$ cat config.mk
export PLATFORM = sky130hd
export DESIGN_NAME = key_step_ctrl
export DESIGN_NICKNAME = d
export VERILOG_FILES = /design/src/rtl/key_step_ctrl.sv
export SDC_FILE = /design/constraint.sdc
export NUM_CORES = 1
export LEC_CHECK = 0
export ABC_AREA = 1
export BUFFER_PORTS_ARGS = -buffer_cell sky130_fd_sc_hd__buf_2
export CAP_MARGIN = 20
export CORE_MARGIN = 3
export CORE_UTILIZATION = 60
export CTS_BUF_LIST = sky130_fd_sc_hd__clkbuf_4 sky130_fd_sc_hd__clkbuf_8
export DETAILED_ROUTE_END_ITERATION = 16
export PLACE_DENSITY = 0.8
export SLEW_MARGIN = 0
export SYNTH_ARGS = -nofsm -noshare
export SYNTH_HDL_FRONTEND = slang
export SYNTH_SLANG_ARGS = --single-unit
$ cat constraint.sdc
create_clock -name clk -period 2 [get_ports clk]
set_input_delay 0.1 -clock clk [delete_from_list [all_inputs] [get_ports clk]]
set_output_delay 0.1 -clock clk [all_outputs]
set_load 0.05 [all_outputs]
$ cat src/rtl/key_step_ctrl.sv
// Debounced push-button stepper for an up/down counter with hold-to-auto-repeat.
// step/cnt update DEB_CYCLES+2 edges after the first edge that samples button=1.
module key_step_ctrl #(
  parameter int WIDTH = 8,
  parameter logic [WIDTH-1:0] RST_VAL = 8'h1F,
  parameter int DEB_CYCLES = 1000000,
  parameter int HOLD_CYCLES = 50000000,
  parameter int REP_CYCLES = 10000000
) (
  input  logic             clk,
  input  logic             rst,
  input  logic             button,
  input  logic [6:0]       ctrl,
  output logic [WIDTH-1:0] cnt,
  output logic             step,
  output logic             limit,
  output logic [2:0]       state
);

  localparam int MAXC = (DEB_CYCLES > HOLD_CYCLES)
                      ? ((DEB_CYCLES > REP_CYCLES) ? DEB_CYCLES : REP_CYCLES)
                      : ((HOLD_CYCLES > REP_CYCLES) ? HOLD_CYCLES : REP_CYCLES);
  localparam int TW = (MAXC > 1) ? $clog2(MAXC) : 1;
  localparam logic [TW-1:0] DEB_END  = TW'(DEB_CYCLES - 1);
  localparam logic [TW-1:0] HOLD_END = TW'(HOLD_CYCLES - 1);
  localparam logic [TW-1:0] REP_END  = TW'(REP_CYCLES - 1);

  typedef enum logic [2:0] {
    IDLE       = 3'd0,
    PRESS_DB   = 3'd1,
    HELD       = 3'd2,
    REPEAT     = 3'd3,
    RELEASE_DB = 3'd4
  } state_t;

  state_t          st;
  logic            btn_m;
  logic            btn_s;
  logic [TW-1:0]   timer;
  logic            at_lim;
  logic [WIDTH-1:0] cnt_nxt;
  logic            unused_ctrl;

  assign state       = st;
  assign unused_ctrl = ^ctrl[6:3];

  // Saturate blocks only the move that would cross the range end in the chosen direction.
  always_comb begin
    at_lim  = ctrl[1] & (ctrl[0] ? (cnt == '1) : (cnt == '0));
    cnt_nxt = ctrl[0] ? cnt + WIDTH'(1) : cnt - WIDTH'(1);
  end

  always_ff @(posedge clk) begin
    if (rst) begin
      btn_m <= 1'b0;
      btn_s <= 1'b0;
      st    <= IDLE;
      timer <= '0;
      cnt   <= RST_VAL;
      step  <= 1'b0;
      limit <= 1'b0;
    end else begin
      btn_m <= button;
      btn_s <= btn_m;
      step  <= 1'b0;
      limit <= 1'b0;
      case (st)
        IDLE: begin
          if (btn_s) begin
            st    <= PRESS_DB;
            timer <= '0;
          end
        end
        PRESS_DB: begin
          if (!btn_s) begin
            st <= IDLE;
          end else if (timer == DEB_END) begin
            st    <= HELD;
            timer <= '0;
            step  <= 1'b1;
            limit <= at_lim;
            if (!at_lim) cnt <= cnt_nxt;
          end else begin
            timer <= timer + TW'(1);
          end
        end
        HELD: begin
          if (!btn_s) begin
            st    <= RELEASE_DB;
            timer <= '0;
          end else if (ctrl[2] && timer == HOLD_END) begin
            st    <= REPEAT;
            timer <= '0;
            step  <= 1'b1;
            limit <= at_lim;
            if (!at_lim) cnt <= cnt_nxt;
          end else if (timer != HOLD_END) begin
            // Parks at HOLD_END so enabling repeat later starts it immediately.
            timer <= timer + TW'(1);
          end
        end
        REPEAT: begin
          if (!btn_s) begin
            st    <= RELEASE_DB;
            timer <= '0;
          end else if (!ctrl[2]) begin
            st    <= HELD;
            timer <= '0;
          end else if (timer == REP_END) begin
            timer <= '0;
            step  <= 1'b1;
            limit <= at_lim;
            if (!at_lim) cnt <= cnt_nxt;
          end else begin
            timer <= timer + TW'(1);
          end
        end
        RELEASE_DB: begin
          if (btn_s) begin
            st    <= HELD;
            timer <= '0;
          end else if (timer == DEB_END) begin
            st    <= IDLE;
            timer <= '0;
          end else begin
            timer <= timer + TW'(1);
          end
        end
        default: begin
          st    <= IDLE;
          timer <= '0;
        end
      endcase
    end
  end

endmodule

* Yosys cells after proc, flatten, opt, wreduce, memory -nomap -nowiden
Index checks and enable logic that the tools add are counted.
** Storage, ports and cells
- Register bits after elaboration :: 41
- Output and inout port bits :: 13
- Input bits :: 10
- Word-level logic and storage cells :: 88
** Cells by class
- Multiplexer cells :: 48
- Add/subtract/negate cells :: 3
- Eq/ne operators :: 22
- Bitwise logic cells :: 1
- Reduce and logical (&&, ||, !) cells :: 7
** Operators by type and width (number)
- 26-bit 2-to-1 mux :: 10
- 26-bit one-hot mux with 5 select lines :: 1
- 8-bit 2-to-1 mux :: 9
- 3-bit 2-to-1 mux :: 9
- 26-bit by 1-bit adder with 26-bit output, second input constant :: 1
- 26-bit by 20-bit == test with 1-bit output, second input constant :: 1
- 26-bit by 24-bit == test with 1-bit output, second input constant :: 1
- 26-bit == test, second input constant :: 1
- 26-bit inequality test, second input constant :: 1
- 8-bit one-hot mux with 3 select lines :: 1
- 2-bit inequality test, second input constant :: 8
- 1-bit 2-to-1 mux :: 15
- 3-bit one-hot mux with 5 select lines :: 1
- 3-bit inequality test, second input constant :: 4
- 8-bit by 1-bit adder with 8-bit output, second input constant :: 1
- 8-bit == test, second input constant :: 1
- 8-bit zero test :: 1
- 8-bit AND reduction :: 1
- 8-bit by 1-bit subtractor with 8-bit output, second input constant :: 1
- 3-bit by 2-bit == test with 1-bit output, second input constant :: 2
- 1-bit one-hot mux with 3 select lines :: 2
- 5-bit AND reduction :: 1
- 4-bit inequality test, second input constant :: 1
- 3-bit by 1-bit == test with 1-bit output, second input constant :: 1
- 6 further kinds :: 6

* Logic depth before layout (Yosys ltp)
Gate-level depths: netlist (run 1).
- Word-level depth :: 8
- Depth in mapped cells :: 13
- Depth with buffers taken out :: 12

* Least setup slack after synthesis (run 1)
No wires, ideal clock.
- Kind :: reg2reg
- Start point :: register st[1], in the netlist state[1]
- End point :: register timer[19]
- Buffers on the path :: 1
- Required time :: 1.887 ns
- Cell stages (with the launch flop) :: 13
- Slack :: 0.002 ns
- Arrival :: 1.885 ns
- Period minus slack after synthesis :: 1.998 ns
- Setup time :: 0.113 ns
- Path through :: dfxtp_1 -> inv_2 -> nor2_1 -> nand2_1 -> nor2_2 -> nand4_4 -> nand2_4 -> inv_4 -> buf_6 -> nand2_1 -> nand2_1 -> nand2_1 -> nor2_1
** On the way
- Cells in the longest elaborated chain, start to end :: 3
- Elaborated cells on any way between the ends :: 10
- Classes of those cells :: 7 x eq/ne; 1 x mux; 2 x reduce/logical
** RTL lines
- start, declared :: RTL line 36 : state_t st;
- start signal, assigned :: RTL line 57 : st <= IDLE;
- start signal, assigned :: RTL line 70 : st <= PRESS_DB;
- start signal, assigned :: RTL line 76 : st <= IDLE;
- 3-bit by 2-bit == test with 1-bit output, or another cell as far along :: RTL line 67 : case (st)
- 4-bit inequality test (no source line) / 2-bit inequality test (equally long branches)
- 3-bit AND reduction (no source line)
- end signal, assigned :: RTL line 84 : timer <= timer + TW'(1);
- end signal, assigned :: RTL line 99 : timer <= timer + TW'(1);
- end signal, assigned :: RTL line 115 : timer <= timer + TW'(1);
- end, declared :: RTL line 39 : logic [TW-1:0] timer;
Several ways; a longest one is shown, not always the timed one.
A chain may end at the register's enable or synchronous reset.

* Worst setup path in the final report (run 1)
- Start point :: register timer[1]
- End point :: register cnt[6]
** On the way
- Cells in the longest elaborated chain, start to end :: 4
- Elaborated cells on any way between the ends :: 8
- Classes of those cells :: 6 x eq/ne; 2 x reduce/logical
** RTL lines
- 26-bit == test :: RTL line 91 : end else if (ctrl[2] && timer == HOLD_END) begin
- 1-bit logical AND :: RTL line 91
- 2-bit inequality test (no source line)
- 8-bit AND reduction (no source line) (*)
- end signal, assigned :: RTL line 82 : if (!at_lim) cnt <= cnt_nxt;
- end signal, assigned :: RTL line 96 : if (!at_lim) cnt <= cnt_nxt;
- end signal, assigned :: RTL line 113 : if (!at_lim) cnt <= cnt_nxt;
- end, declared :: RTL line 14 : output logic [WIDTH-1:0] cnt,
Mark *: on every way between the ends. The rest lies on a longest branch, timed or not.

==> results of run 1 <==
==> power by group <==
part	switching, uW	internal (uW)
combinational	1260	712
sequential	120	924
clock	296	312
total	1670	1950
==> flip-flops by register name, indices dropped and copies added, names as in the netlist <==
signal / count
limit: 1
step: 1
timer: 26
btn_m: 1
state: 3
btn_s: 1
cnt: 8
==> how the worst max path moves through the flow <==
| stage | slack, ns | from | end |
|---|---|---|---|
| 6_report | 0.15 | timer[1]$_SDFFE_PP0P_ | cnt[6]$_SDFFE_PP0P_ |
| 5_1_grt | -0.004 | timer[1]$_SDFFE_PP0P_ | cnt[6]$_SDFFE_PP0P_ |
| 4_1_cts | 0.0003 | timer[1]$_SDFFE_PP0P_ | timer[6]$_SDFFE_PP0P_ |
| 3_5_place_dp | 0.0003 | timer[1]$_SDFFE_PP0P_ | cnt[4]$_SDFFE_PP1P_ |
| 3_3_place_gp | 0.05 | timer[1]$_SDFFE_PP0P_ | cnt[0]$_SDFFE_PP1P_ |
| 2_1_floorplan | 0.002 | state[1]$_SDFFE_PP0P_ | timer[19]$_SDFFE_PP0P_ |
==> cells by family (layout without fill, tap and decap cells) <==
family	count (synthesis)	in the layout	share of synthesized area
adder cells (fa/ha/maj)	8	8	0.0389
flip-flops	41	41	0.297
AO/OA/AOI/OAI	35	35	0.0705
buffers and inverters	66	104	0.0963
XOR/XNOR	14	14	0.0443
AND/OR/NAND/NOR	283	283	0.453
==> per-layer routing <==
layer	wire [um]	vias to the layer above	global-route usage
met5	0	-	0
met4	98	0	0.0744
met3	374	10	0.0451
met2	3110	87	0.430
met1	3140	1304	0.366
li1	-	1493	-
==> placed cells by master, fill, tap and decap left out, types with 12 or more instances in the layout <==
cell                      instances
sky130_fd_sc_hd__nand3_1         39
sky130_fd_sc_hd__dfxtp_1         38
sky130_fd_sc_hd__inv_1           52
sky130_fd_sc_hd__nand2_1        110
sky130_fd_sc_hd__buf_4           12
sky130_fd_sc_hd__a21oi_1         15
sky130_fd_sc_hd__buf_2           18
sky130_fd_sc_hd__nor2_1          80
sky130_fd_sc_hd__o21ai_0         13
sky130_fd_sc_hd__nor3_1          15
==> final cells by class <==
cell class | count | area, um2 | share of cell area
Multi-Input combinational cell | 340 | 1750 | 0.543
Tap cell | 52 | 65.1 | 0.0202
Sequential cell | 41 | 825 | 0.257
Timing Repair Buffer | 34 | 243 | 0.0755
Inverter | 62 | 235 | 0.0732
Clock inverter | 1 | 5.00 | 0.00156
Clock buffer | 7 | 96.3 | 0.0300
==> per-stage QoR <==
step	cell area, um2	setup TNS, ns
4_1_cts	3150	0
6_report	3210	0
5_1_grt	3210	-0.00382
2_1_floorplan	2770	0
3_5_place_dp	3040	0
3_3_place_gp	3040	0
==> critical path, cell delays in order (launching register included) <==
cell	delay, ns
sky130_fd_sc_hd__dfxtp_2	0.34
sky130_fd_sc_hd__ha_1	0.17
sky130_fd_sc_hd__inv_1	0.09
sky130_fd_sc_hd__nor2_4	0.14
sky130_fd_sc_hd__nand3_1	0.08
sky130_fd_sc_hd__nor2_1	0.13
sky130_fd_sc_hd__nand2_2	0.10
sky130_fd_sc_hd__nand2_2	0.07
sky130_fd_sc_hd__buf_4	0.10
sky130_fd_sc_hd__nand3_1	0.09
sky130_fd_sc_hd__a21oi_2	0.14
sky130_fd_sc_hd__buf_6	0.14
sky130_fd_sc_hd__nand3_1	0.06
sky130_fd_sc_hd__nand2_1	0.06
sky130_fd_sc_hd__nor2_1	0.05
==> what timing repair did <==
action                                  CTS  global route
endpoints found under the setup margin   20            37
gates cloned                              0             0
pin swaps                                 0             3
hold buffers                              0             0
gates resized for setup                   2            19
==> run_results.csv, run 1 <==
group,metric,value,unit
status,run_status,"finished, final reports clean",
clock_tree,cts.clk_slew.worst_paths,0.08,ns
sta,min_period,1.85,ns
power,power.density,1130,mW/mm2
synth,asyncSetResetFlopFracSynth,0,
routing,drt_iter0_markers,245,
flow_run,maxCapViolations,0,
routing,post-route-drc-count,0,
placed_design,dp_slack,0.000303,ns
routing,totalWireLength,6730,um
placed_design,detailed_place_hpwl,5110,um
finish,area_delta_synth_final,16.1,%
sta,setup_ws,0.151,ns
min_path,min_delay_path_depth,3,
routing,ant_nets,0,
synth,synth.avg_cell_area,6.19,um2
setup_path,critical_path.reg2reg.endpoint,"cnt[6]$_SDFFE_PP0P_",
synth,total_of_flip_flops_plus_latches_after_synthesis,41,
floorplanning,die_area,0.00546,mm2
clock_tree,cts_buffer_depth,2,
finish,antennaDiodeCount,0,
clock_tree,post_cts_setup_buffers,0,
finish,num-nets-final,502,
synth,post_synth_num_cell_types,32,
synth,netlist_instances,447,
global_route,antenna_found_initial,0,
finish,num-fill-cells,379,
sta,max_slew.worst_pin.slew,0.426,ns
setup_path,r2r_cell_count,14,
routing,post_detailed_route_wirelength_per_cell,12.5,um
floorplanning,die_x,73.9,um
routing,drt_pre_antenna_iters,6,
sta,skew,0.0131,ns
synth,ys_warn_count,0,
clock_tree,root_buffer,"sky130_fd_sc_hd__clkbuf_8",
synth,area_share_of_the_leading_cell_type_in_the_synthesized_netlist,0.297,
min_path,hp-class,"in2reg",
synth,synth_most_common_cell,"sky130_fd_sc_hd__nand2_1",
placed_design,post_place_cells,529,
synth,yosys.area.top_type,"sky130_fd_sc_hd__dfxtp_1",
clock_tree,clock_latency,0.30,ns
min_path,hp-start,"button",
clock_tree,clkSinkCount,41,
sta,whs,0.0126,ns
routing,vias_per_cell,5.39,
synth,ys_seq_area_frac,0.297,
clock_tree,cts-htree-levels,2,
clock_tree,tritoncts,"built",
floorplanning,io_pins,23,
global_route,grt.overflow.total,0,
finish,final_cells,537,
synth,synthesis.nets,465,
placed_design,place.port_buffers,18,
setup_path,worst-endpoint-required,2.19,ns
synth,number_of_enable_type_register_cells_in_the_synthesized_netlist,0,
sta,final-setup-viol-count,0,
clock_tree,tritoncts.num_buffers,5,
floorplanning,initial_core_utilization,0.627,
synth,dominant_cells_by_area_after_synthesis,"sky130_fd_sc_hd__dfxtp_1 (30%), sky130_fd_sc_hd__nand2_1 (15%), sky130_fd_sc_hd__nor2_1 (11%)",
sta,timing_max_transition_violations_final,0,
setup_path,worst_ep_arrival_time,2.04,ns
power,leakagePower,0.00143,uW
finish,layout-drive-gt1-share,0.167,
power,finalPower,3620,uW
setup_path,critical_path_class,"reg2reg",
global_route,grt_first_pass_wirelength,11500,um
finish,final_core_utilization,0.728,
floorplanning,die_height,73.9,um
sta,hold_viol,0,
sta,relSlewSlack,0.714,
routing,dr_total_vias,2894,
setup_path,endpoint_kind,"flop",
floorplanning,placementRows,24,
synth,ys.flop_type,"sky130_fd_sc_hd__dfxtp_1",
placed_design,gpl.final_weighted_congestion,0.898,
global_route,first_global_vias,2623,
power,vdd.ir_drop.worst,0.945,mV
setup_path,crit_path_start_kind,"flop",
setup_path,setup.reg_to_reg.worst_slack,0.15,ns
min_path,min_delay_worst_endpoint,"btn_m$_SDFF_PP0_",
setup_path,worstPathMaxFanout,7,
sta,highest_clock_frequency_the_design_can_meet,541,MHz
synth,synth_common_cells,"sky130_fd_sc_hd__nand2_1 (113), sky130_fd_sc_hd__nor2_1 (84), sky130_fd_sc_hd__inv_1 (52), sky130_fd_sc_hd__dfxtp_1 (41), sky130_fd_sc_hd__nand3_1 (41)",
synth,syn_area,0.00277,mm2
global_route,grt.total_usage,0.267,
floorplanning,core_region_area,0.00441,mm2
sta,timing.final.crit_share,0.924,
setup_path,worst_r2r_startpoint,"timer[1]$_SDFFE_PP0P_",
global_route,largest_net_degree_at_the_start_of_global_routing,18,
Power figures use the tool's default switching activity.
==> run 2, diff against run 1 <==
clock period = 1.8 ns   (was 2 ns; I/O delays follow)
==> run_results.csv, run 2 (same netlist as run 1, synthesis figures left out) <==
group,metric,value,unit
setup_path,worst_ep_arrival_time,2.08,ns
floorplanning,die_height,73.9,um
routing,post-route-drc-count,0,
clock_tree,cts.clk_slew.worst_paths,0.08,ns
floorplanning,io_pins,23,
sta,grt_setup_unrepaired,"true",
finish,layout-drive-gt1-share,0.353,
status,violations,"negative setup slack",
setup_path,worst-endpoint-required,2.00,ns
finish,antennaDiodeCount,0,
finish,top_register,"timer",
finish,area_delta_synth_final,36.0,%
power,comb_power_share,0.584,
power,p_switching,2090,uW
finish,largest_register_ff_count,26,
power,seqPwrFrac,0.267,
global_route,grt.total_usage,0.285,
routing,ant_nets,0,
placed_design,post_place_cells,551,
clock_tree,clock_latency,0.31,ns
sta,max_slew.worst_pin.slew,0.522,ns
floorplanning,die_x,73.9,um
routing,drt_pre_antenna_iters,5,
status,run_status,"finished, violations left",
global_route,antenna_found_initial,0,
routing,dr_total_vias,3285,
floorplanning,placementRows,24,
routing,vias_per_cell,5.78,
power,leakagePower,0.00166,uW
global_route,first_global_vias,2637,
power,internal_dissipation,2310,uW
floorplanning,initial_core_utilization,0.627,
power,pwr-share-clk,0.149,
sta,final-setup-viol-count,25,
finish,final_core_utilization,0.853,
clock_tree,tritoncts,"built",
finish,num-fill-cells,281,
sta,timing_max_transition_violations_final,0,
routing,drt_iter0_markers,408,
sta,timing.final.crit_share,1.04,
routing,totalWireLength,8700,um
finish,final_cells,568,
placed_design,detailed_place_hpwl,5390,um
routing,post_detailed_route_wirelength_per_cell,15.3,um
finish,ff_latch_area,865,um2
clock_tree,cts-htree-levels,2,
global_route,grt_first_pass_wirelength,12100,um
finish,multi_input_comb_area,0.00200,mm2
global_route,largest_net_degree_at_the_start_of_global_routing,16,
sta,highest_clock_frequency_the_design_can_meet,532,MHz
sta,relSlewSlack,0.650,
setup_path,crit_path_start_kind,"flop",
setup_path,critical_path_class,"reg2reg",
min_path,hp-class,"in2reg",
finish,num-nets-final,534,
sta,setup_ws,-0.0793,ns
sta,hold_viol,0,
clock_tree,cts_buffer_depth,2,
power,finalPower,4400,uW
sta,min_period,1.88,ns
global_route,grt.overflow.total,0,
setup_path,worstPathMaxFanout,4,
power,swShare,0.474,
floorplanning,die_area,0.00546,mm2
floorplanning,core_region_area,0.00441,mm2
sta,skew,0.00777,ns
power,vdd.ir_drop.worst,1.15,mV
sta,final.setup.tns,-0.834,ns
finish,layout.cells.most_common,"sky130_fd_sc_hd__nand2_1",
placed_design,gpl.final_weighted_congestion,0.997,
clock_tree,root_buffer,"sky130_fd_sc_hd__clkbuf_8",
clock_tree,clkSinkCount,41,
placed_design,place.port_buffers,18,
finish,layout_common_cells,"sky130_fd_sc_hd__nand2_1 (93), sky130_fd_sc_hd__nor2_1 (67), sky130_fd_sc_hd__inv_1 (49)",
flow_run,maxCapViolations,0,
setup_path,endpoint_kind,"flop",
clock_tree,tritoncts.num_buffers,5,
power,power.density,1170,mW/mm2
[run 2: final cells by class]
| cell class | instances | share of cell area |
|---|---|---|
| timing repair buffer | 65 | 0.134 |
| clock buffer | 7 | 0.0239 |
| sequential | 41 | 0.230 |
| inverter | 62 | 0.0645 |
| multi-input combinational | 341 | 0.531 |
| tap | 52 | 0.0173 |
[run 2: layer usage]
| metal | share of wire | GRT usage |
|---|---|---|
| met3 | 0.083 | 0.0547 |
| met5 | 0 | 0 |
| met4 | 0.038 | 0.0946 |
| met1 | 0.41 | 0.390 |
| met2 | 0.47 | 0.449 |
[run 2: worst max-delay path, stage by stage, from the launching register on]
cell,delay [ns]
sky130_fd_sc_hd__dfxtp_2,0.36
sky130_fd_sc_hd__ha_4,0.15
sky130_fd_sc_hd__inv_2,0.05
sky130_fd_sc_hd__nor2_4,0.13
sky130_fd_sc_hd__nand3_2,0.09
sky130_fd_sc_hd__nor2_2,0.13
sky130_fd_sc_hd__nand2_2,0.10
sky130_fd_sc_hd__o21ai_2,0.09
sky130_fd_sc_hd__nand2_2,0.09
sky130_fd_sc_hd__nor2_4,0.20
sky130_fd_sc_hd__a21oi_4,0.11
sky130_fd_sc_hd__clkbuf_16,0.17
sky130_fd_sc_hd__nand2_2,0.05
sky130_fd_sc_hd__nor2_1,0.03
[run 2: through the flow]
stage / area (um2) / setup WS, ns / hold WS (ns)
after detailed placement: 3210 / -0.144 / 0.301
after CTS: 3390 / -0.00149 / 0.100
final: 3760 / -0.0793 / 0.100
after global routing: 3760 / -0.175 / 0.107
after floorplan: 2780 / 0.0553 / 0.197
after global placement: 3210 / -0.0618 / 0.293
[run 2: power by group through the flow]
stage	Clock (uW)	Combinational (uW)	Sequential (uW)
finish	656	2570	1180
CTS	656	2250	1170
global placement	0	2100	1180
global route	705	2800	1190
detailed placement	0	2150	1180
floorplan	0	1160	1490
[run 2: what timing repair did]
action,in CTS,in global routing
hold endpoints to repair,1,0
cloned,1,1
hold buffers,1,0
pin swaps,2,30
setup buffers,0,8
endpoints found under the setup margin,34,37
gates resized for setup,17,95
[run 2: final timing paths]
check	start	cells past startpoint	slack [ns]	endpoint
setup / recovery	timer[1]$_SDFFE_PP0P_	13	-0.08	timer[15]$_SDFFE_PP0P_
hold reg to reg	btn_m$_SDFF_PP0_	2	0.41	btn_s$_SDFF_PP0_
hold / removal	rst	2	0.10	btn_s$_SDFF_PP0_
setup reg to reg	timer[1]$_SDFFE_PP0P_	13	-0.08	timer[15]$_SDFFE_PP0P_
